<file path="src/rtl/layer1_pkg.sv">
// Shared types and frame-size defaults for the layer 1 datapath.
// Used by the window generator, tree adder and weight ROM.
package layer1_pkg;

   localparam int L1_DATA_W = 16;
   localparam int L1_IMG_W  = 28;
   localparam int L1_IMG_H  = 28;

   typedef logic signed [15:0] pix_t;
   typedef pix_t [8:0] win_t;

   // Counter width for a range of n values, never below one bit.
   function automatic int cnt_w(input int n);
      int w;
      w = 1;
      while ((1 << w) < n) w++;
      return w;
   endfunction

endpackage

</file>
<file path="src/rtl/layer1_line_buf.sv">
// One row of pixel storage: combinational read, clocked write.
// A read and write to the same address in one cycle returns the old entry.
module layer1_line_buf
   import layer1_pkg::*;
#(
   parameter int DATA_W = L1_DATA_W,
   parameter int DEPTH  = L1_IMG_W,
   parameter int AW     = cnt_w(L1_IMG_W)
) (
   input  logic                     clk,
   input  logic                     we,
   input  logic [AW-1:0]            addr,
   input  logic signed [DATA_W-1:0] wdata,
   output logic signed [DATA_W-1:0] rdata
);

   logic [DATA_W-1:0] mem [DEPTH];

   assign rdata = mem[addr];

   // Row storage is deliberately not reset; stale rows are masked upstream.
   always_ff @(posedge clk) begin
      if (we) mem[addr] <= wdata;
   end

endmodule

</file>
<file path="src/rtl/layer1_window_gen.sv">
// 3x3 valid-only sliding-window generator over a raster pixel stream.
// Optional counters: define LAYER1_WIN_PERF_EN for stall_cnt / win_cnt.
module layer1_window_gen
   import layer1_pkg::*;
#(
   parameter int DATA_W = L1_DATA_W,
   parameter int IMG_W  = L1_IMG_W,
   parameter int IMG_H  = L1_IMG_H
) (
   input  logic                     clk,
   input  logic                     rst,
   input  logic                     in_valid,
   output logic                     in_ready,
   input  logic                     in_sof,
   input  logic signed [DATA_W-1:0] in_data,
   output logic                     out_valid,
   input  logic                     out_ready,
   output logic                     out_last,
   output logic signed [DATA_W-1:0] win_p1,
   output logic signed [DATA_W-1:0] win_p2,
   output logic signed [DATA_W-1:0] win_p3,
   output logic signed [DATA_W-1:0] win_p4,
   output logic signed [DATA_W-1:0] win_p5,
   output logic signed [DATA_W-1:0] win_p6,
   output logic signed [DATA_W-1:0] win_p7,
   output logic signed [DATA_W-1:0] win_p8,
   output logic signed [DATA_W-1:0] win_p9
`ifdef LAYER1_WIN_PERF_EN
   ,
   output logic [31:0]              stall_cnt,
   output logic [31:0]              win_cnt
`endif
);

   localparam int CW = cnt_w(IMG_W);
   localparam int RW = cnt_w(IMG_H);

   localparam logic [CW-1:0] COL_LAST = CW'(IMG_W - 1);
   localparam logic [RW-1:0] ROW_LAST = RW'(IMG_H - 1);
   localparam logic [CW-1:0] COL_TWO  = CW'(2);
   localparam logic [RW-1:0] ROW_TWO  = RW'(2);

   logic [CW-1:0] col;
   logic [CW-1:0] cur_col;
   logic [RW-1:0] row;
   logic [RW-1:0] cur_row;

   logic accept;
   logic xfer;
   logic win_done;
   logic frame_end;

   logic signed [DATA_W-1:0] top;
   logic signed [DATA_W-1:0] mid;
   logic signed [DATA_W-1:0] w [3][3];

   assign in_ready = !out_valid || out_ready;
   assign accept   = in_valid && in_ready;
   assign xfer     = out_valid && out_ready;

   // A start-of-frame pixel lands at (0,0) whatever the counters say.
   assign cur_col  = in_sof ? '0 : col;
   assign cur_row  = in_sof ? '0 : row;

   assign win_done  = (cur_row >= ROW_TWO) && (cur_col >= COL_TWO);
   assign frame_end = (cur_row == ROW_LAST) && (cur_col == COL_LAST);

   layer1_line_buf #(
      .DATA_W (DATA_W),
      .DEPTH  (IMG_W),
      .AW     (CW)
   ) u_lb0 (
      .clk   (clk),
      .we    (accept),
      .addr  (cur_col),
      .wdata (mid),
      .rdata (top)
   );

   layer1_line_buf #(
      .DATA_W (DATA_W),
      .DEPTH  (IMG_W),
      .AW     (CW)
   ) u_lb1 (
      .clk   (clk),
      .we    (accept),
      .addr  (cur_col),
      .wdata (in_data),
      .rdata (mid)
   );

   // Raster position of the next pixel, wrapping per row and per frame.
   always_ff @(posedge clk or posedge rst) begin
      if (rst) begin
         col <= '0;
         row <= '0;
      end else if (accept) begin
         if (cur_col == COL_LAST) begin
            col <= '0;
            row <= (cur_row == ROW_LAST) ? '0 : cur_row + 1'b1;
         end else begin
            col <= cur_col + 1'b1;
            row <= cur_row;
         end
      end
   end

   // Shift the window left and bring in the new column {top, mid, bot}.
   always_ff @(posedge clk or posedge rst) begin
      if (rst) begin
         for (int r = 0; r < 3; r++) begin
            for (int c = 0; c < 3; c++) begin
               w[r][c] <= '0;
            end
         end
      end else if (accept) begin
         for (int r = 0; r < 3; r++) begin
            w[r][0] <= w[r][1];
            w[r][1] <= w[r][2];
         end
         w[0][2] <= top;
         w[1][2] <= mid;
         w[2][2] <= in_data;
      end
   end

   // Flag a window once the accepted pixel closes a full 3x3 block.
   always_ff @(posedge clk or posedge rst) begin
      if (rst) begin
         out_valid <= 1'b0;
         out_last  <= 1'b0;
      end else if (accept) begin
         out_valid <= win_done;
         out_last  <= win_done && frame_end;
      end else if (xfer) begin
         out_valid <= 1'b0;
         out_last  <= 1'b0;
      end
   end

   assign win_p1 = w[0][0];
   assign win_p2 = w[0][1];
   assign win_p3 = w[0][2];
   assign win_p4 = w[1][0];
   assign win_p5 = w[1][1];
   assign win_p6 = w[1][2];
   assign win_p7 = w[2][0];
   assign win_p8 = w[2][1];
   assign win_p9 = w[2][2];

`ifdef LAYER1_WIN_PERF_EN
   // Saturating count of cycles a window waits on downstream.
   always_ff @(posedge clk or posedge rst) begin
      if (rst) begin
         stall_cnt <= '0;
      end else if (out_valid && !out_ready && (stall_cnt != '1)) begin
         stall_cnt <= stall_cnt + 1'b1;
      end
   end

   // Saturating count of windows handed off since the last frame start.
   always_ff @(posedge clk or posedge rst) begin
      if (rst) begin
         win_cnt <= '0;
      end else if (accept && in_sof) begin
         win_cnt <= '0;
      end else if (xfer && (win_cnt != '1)) begin
         win_cnt <= win_cnt + 1'b1;
      end
   end
`endif

endmodule
</file>
<file path="config.mk">
export PLATFORM = sky130hd
export DESIGN_NAME = layer1_window_gen
export DESIGN_NICKNAME = d
export VERILOG_FILES = /design/src/rtl/layer1_pkg.sv /design/src/rtl/layer1_line_buf.sv /design/src/rtl/layer1_window_gen.sv
export SDC_FILE = /design/constraint.sdc
export NUM_CORES = 1
export LEC_CHECK = 0
export CORE_ASPECT_RATIO = 2
export CORE_MARGIN = 2
export CORE_UTILIZATION = 55
export DETAILED_ROUTE_END_ITERATION = 10
export PLACE_DENSITY = 0.73
export SYNTH_ARGS = -nofsm -noshare
export SYNTH_HDL_FRONTEND = slang
export SYNTH_SLANG_ARGS = --single-unit
</file>
<file path="constraint.sdc">
create_clock -name clk -period 17.9 [get_ports clk]
set_input_delay 5.37 -clock clk [delete_from_list [all_inputs] [get_ports clk]]
set_output_delay 5.37 -clock clk [all_outputs]
set_load 0.005 [all_outputs]
</file>
# After elaboration in Yosys (flattened, before gate mapping)
# Memories as Yosys holds them, arrays and structs flattened. A register that Yosys moved wholly into a read port is not among the register bits.
# Cells that the tools add are included.
dict set report word_totals {
  ram_bits 896
  regBits 140
  wordCells 38
  n_memories 2
}
# memory words word_bits read_ports rd_ports_with_merged_regs wr line
set mem_list {}
lappend mem_list {u_lb0.mem 28 16 1 1 1 layer1_line_buf.sv:17} ;# logic [DATA_W-1:0] mem [DEPTH];
lappend mem_list {u_lb1.mem 28 16 1 0 1 layer1_line_buf.sv:17}
dict set report op_classes {
  mux 10
  reduce_logical 8
  add_sub_neg 2
  order_cmp 2
  eq_ne 2
}
# operator count
set ops {}
lappend ops {{5-bit two-way mux} 5}
lappend ops {{5-bit by 1-bit adder with 5-bit output (second input constant)} 2}
lappend ops {{5-bit equality test (second input constant)} 2}
lappend ops {{5-bit by 2-bit >= comparator with 1-bit output (second input constant)} 2}
lappend ops {{1-bit logical AND} 5}
lappend ops {{1-bit two-way mux} 5}
lappend ops {{2-bit nonzero test} 1}
lappend ops {{1-bit logical NOT} 1}
lappend ops {{1-bit logical OR} 1}

# Depth between registers and ports, before layout
dict set report logic_depth {
  ltp_word 5
  mapped_depth 10
  depth_no_buf 6
}

# Modules after synthesis
# A second synthesis with hierarchy kept.
dict set report hier_totals {
  hier_cells 2430
  area_unflattened_um2 40849.2
}
# mod seq_area_each_um2 cells_each area_per_inst_um2 instances
set modules_own_cells {}
lappend modules_own_cells {layer1_line_buf 13452.9 873 17394.2 2}
lappend modules_own_cells {layer1_window_gen 3903.7 684 6060.8 1}

# Least setup slack after synthesis
# OpenSTA, ideal clock, no wires.
dict set report synth_timing {
  path_kind {input to output}
  start {input port out_ready}
  end {output port in_ready}
  path_stages 2
  path_slack_ps 6896
  n_path_buf 1
  t_required_ps 12530
  arrival_ps 5634
  path_cell_list {nand2b_1 > clkbuf_1}
}
dict set report synth_via {
  elab_chain_len 1
}
# element line
set synth_rtl {}
lappend synth_rtl {{start, declared} layer1_window_gen.sv:17} ;# input logic out_ready,
lappend synth_rtl {{1-bit logical OR} layer1_window_gen.sv:57} ;# assign in_ready = !out_valid || out_ready;
lappend synth_rtl {{end, declared} layer1_window_gen.sv:13} ;# output logic in_ready,
# No other way between the ends.

# Final worst setup path
# Same ends and word-level chain as after synthesis.

==> metrics list <==
- Top post-synthesis cells by area: edfxtp_1 (65%), dfrtp_1 (9.4%), nand2_1 (5.0%)
- The worst setup path is launched from a primary input.
- Ys flop type: edfxtp_1
- Derived from the worst setup path, the maximum achievable clock frequency is 83.0 MHz.
- Total number of clock tree sinks: about 1.1k
* Via count: about 26k
* GRT Residual Overflow: 0
- Post-synthesis mux area share: under 10%
- Area share of xor/xnor cells in the synthesized design: 0%
* Number of optimization iterations in the first detailed-route pass: 8
- Adding up every negative setup slack in the final design gives 0 ns.
- Utilization after layout: 63.1%
- Cell area after layout: around 47000 um2
* Number of cells upsized or downsized after cts: 0
* Final wirelength: ~120000 um
- Summing every instance area after synthesis gives about 41000 um2.
* Distinct cell type count after synthesis: 74
- Slew margin rel.: 6.46%
* GRT Overall Usage: a little under a third
* Cell type contributing the most total cell area after synthesis: edfxtp_1
- Worst-margin pin slew: 1.40 ns
- Core outline area: roughly 75000 um2
- The number of antenna violations at the first check in global routing was 2.
- After detailed routing, the average wire length per cell comes to just under 30 um.
* Peak per-stage delay on the critical path: 0.57 ns
- Clock tree buffer depth: 3
- Of all nets on the critical path, the largest fanout is 7.
- The worst-case IR drop observed on VDD is roughly 64 uV.
- In this run the tool buffered the top-level ports with 167 buffer cells.
- RSZ-0062 raised after global routing: no
- Among the stages of the critical path, the cell type that occurs most often is clkdlybuf4s50_1.
- Across the run, the number of max-cap violations was 0.
- Final-stage net count: about 3.0k
* Largest net degree at the start of global routing: 113
- Die Footprint: 77600 um2
- Synth top area share: about two thirds
- In the final layout, the share of cells above drive strength 1 is roughly an eighth.
* Antenna Violating Nets Remaining: 0
* Initial core utilization: between 50% and 60%
- Portion of the clock cycle consumed by the worst path in the final layout: between 60% and 70%
* Gate count after technology mapping: 2821
* Vertical die dimension: 392 um
* CTS H-tree depth: 3
* Setup Fix Bufs, Post-CTS: 0
- After synthesis, flip-flops and latches occupy ~74% of the total area.
- STA classifies the critical path endpoint as an output pin.
- CTS Buf Count: 84
* Via count of the first global-routing pass: approximately 26k
- In the routed layout, each cell is associated on average with a via count of roughly 6.5.
- The clock period could shrink to 12.04 ns.
- Of the total synthesized cell area, the portion taken by full adders, half adders and majority gates is 0.0302%.
- In this run, synthesis inferred ~900 flip-flops with an integrated enable.
- For this design, the slowest cell found on the critical path is clkdlybuf4s50_1.
- The final number of max-transition violations was 0.
- After detailed routing, the number of remaining DRC violations is 0.
* Hold buffer count at CTS: 0
* Row count: 142
- Met1 demand-to-capacity share in global routing: 35.3%
- Detailed placement ended at an HPWL of 73400 um.
- At the worst endpoint, the required time is about 13 ns.
* Mean instance size in the synthesized netlist: approximately 15 um2
* Insertion delay of the later-clocked pin in the worst-skew pair: 0.66 ns
- Traced cell by cell, the critical path runs through clkdlybuf4s50_1 -> nand2b_1 -> clkdlybuf4s50_1.
- The floorplan step set the die width to 198 um.
- Leakage Power: roughly 17 nW
- GP Congestion: 0.863
- Global routing consumed, on the met2 layer, 52.7% of the routing resources.
- CTS clock-pin slew for the worst setup and hold paths: around 0.060 ns
* Number of endpoints with negative hold slack in the final report: 0
- The run finished with clean final reports.
* Proportion of register bits with asynchronous set or reset after synthesis: 14.8%
- The area growth from synthesis to layout is 14.0%.
- Global routing consumed, on the met3 layer, between 5 and 6% of the routing resources.
* Post-Synth Simple-Gate Area: 9.24%
- The layer flagged by global routing as most heavily used is met2.
- The first routing iteration left ~3.2k violations.
* Signal arrival time at the worst endpoint: roughly 6.7 ns
- Critical path class: in2out
* Yosys warning count: 0
* TritonCTS clock tree: yes
- First-pass GRT wire length: ~170000 um
- Worst hold path class: reg2reg
* Buffer type at the clock tree root: clkbuf_16
- Placed inst area: ~44000 um2
- Between clock sinks in the finished design, the worst skew comes to 0.0270 ns.
- Total power per unit cell area: about 120 nW/um2
- Count of boundary I/O pins: 168
- The synthesized design contains about 1.1k register bits.
- Count of endpoints failing setup in the final report: 0
- After synthesis, the largest family of logic cells by area is simple AND/OR/NAND/NOR gates.
* Nets in the synthesized netlist: roughly 2.8k
- Summing the areas of all compound-gate instances in the mapped netlist gives 8.16% of the synthesized area.
## layer usage
metal  up-vias  routed length, um
met5         -                 13
met3       514              11000
met1     13100              38700
li1      11000                  -
met2      1772              60100
met4         2              11000
## synthesized netlist by cell type, drive strengths merged, types with 3 or more instances
cell,instances
a22oi,33
nand3b,6
nor4bb,3
mux2,75
and3,5
a21oi,107
nor2b,52
o21bai,5
a41oi,18
a32oi,3
nand3,88
a222oi,13
nand2,551
a211oi,42
inv,8
o32a,3
buf,91
a2111oi,12
o221ai,7
a31oi,53
o211ai,3
nor3b,13
o22a,4
nand2b,7
edfxtp,896
o21ai,77
and3b,15
nor4,10
dfrtp,156
a221oi,52
mux4,18
clkbuf,93
a211o,7
o31ai,3
mux2i,123
nor3,10
nor2,100
and2,3
o2111ai,7
o22ai,11
a221o,12
## flip-flops by register name, indices dropped and copies added, names as in the netlist
signal,count
col,5
win_p1,16
win_p6,16
row,5
win_p9,16
win_p7,16
out_valid,1
win_p2,16
win_p3,16
u_lb0.mem,448
out_last,1
win_p4,16
win_p8,16
win_p5,16
u_lb1.mem,448
## worst max-delay path, delay by kind of cell
kind | cells | cell delay, ns
buf+inv | 2 | 1.02
simple gates | 1 | 0.29
## metrics by stage
| stage | hold WS, ns | instances | worst slack (ns) | power (W) |
|---|---|---|---|---|
| floorplan | 0.458 | 2821 | 6.90 | 0.00327 |
| global placement | 0.458 | 3895 | 5.88 | 0.00362 |
| detailed placement | 0.461 | 3895 | 5.87 | 0.00364 |
| CTS | 0.478 | 4049 | 5.86 | 0.00551 |
| global route | 0.493 | 4049 | 5.83 | 0.00565 |
| finish | 0.473 | 4052 | 5.86 | 0.00551 |
## power breakdown
group | switching [W] | internal [W]
Combinational | 0.000463 | 0.000249
Sequential | 0.0000833 | 0.00281
Clock | 0.000847 | 0.00106
Total | 0.00139 | 0.00412
## kinds of logic after synthesis
kind of cell,after synthesis
flops,1052
simple gates,873
compound gates,487
mux,216
buf+inv,192
fa+ha+maj,1
## area by class of cell
type / count / area, um2
Sequential cell: 1052 / 30800
Fill cell: 5237 / 27600
Multi-Input combinational cell: 1577 / 9950
Clock buffer: 118 / 2440
Timing Repair Buffer: 250 / 2300
Tap cell: 1008 / 1260
Clock inverter: 36 / 375
Inverter: 8 / 37.5
Antenna cell: 3 / 7.51
## final timing paths
check	slack [ns]	cells past startpoint	end	startpoint
hold / removal	0.47	2	win_p1[0]	win_p1[0]
hold reg to reg	0.47	2	win_p1[0]	win_p1[0]
max in group asynchronous	11.05	3	col[1]	rst
setup / recovery	5.86	3	in_ready	out_ready
setup reg to reg	12.60	8	u_lb0.mem[13][4]	col[0]
min in group asynchronous	5.24	2	win_p1[3]	rst
## cells in the final DEF (no fill, tap or decap), drive strengths merged, types with 10 or more instances in the layout
master         count
clkdlybuf4s50    166
a211oi            42
dfrtp            156
and3b             15
a41oi             18
a22oi             33
buf               84
mux2i            123
inv               10
edfxtp           896
nor3              10
a2111oi           12
nor3b             13
o21ai             77
a222oi            13
nand3             88
mux4              18
clkinv            22
a21oi            107
nand2            551
nor4              10
a221oi            52
clkbuf           118
o22ai             11
a221o             12
nor2b             52
mux2              75
a31oi             53
nor2             100
No activity file was read; power rests on OpenSTA's default activity.
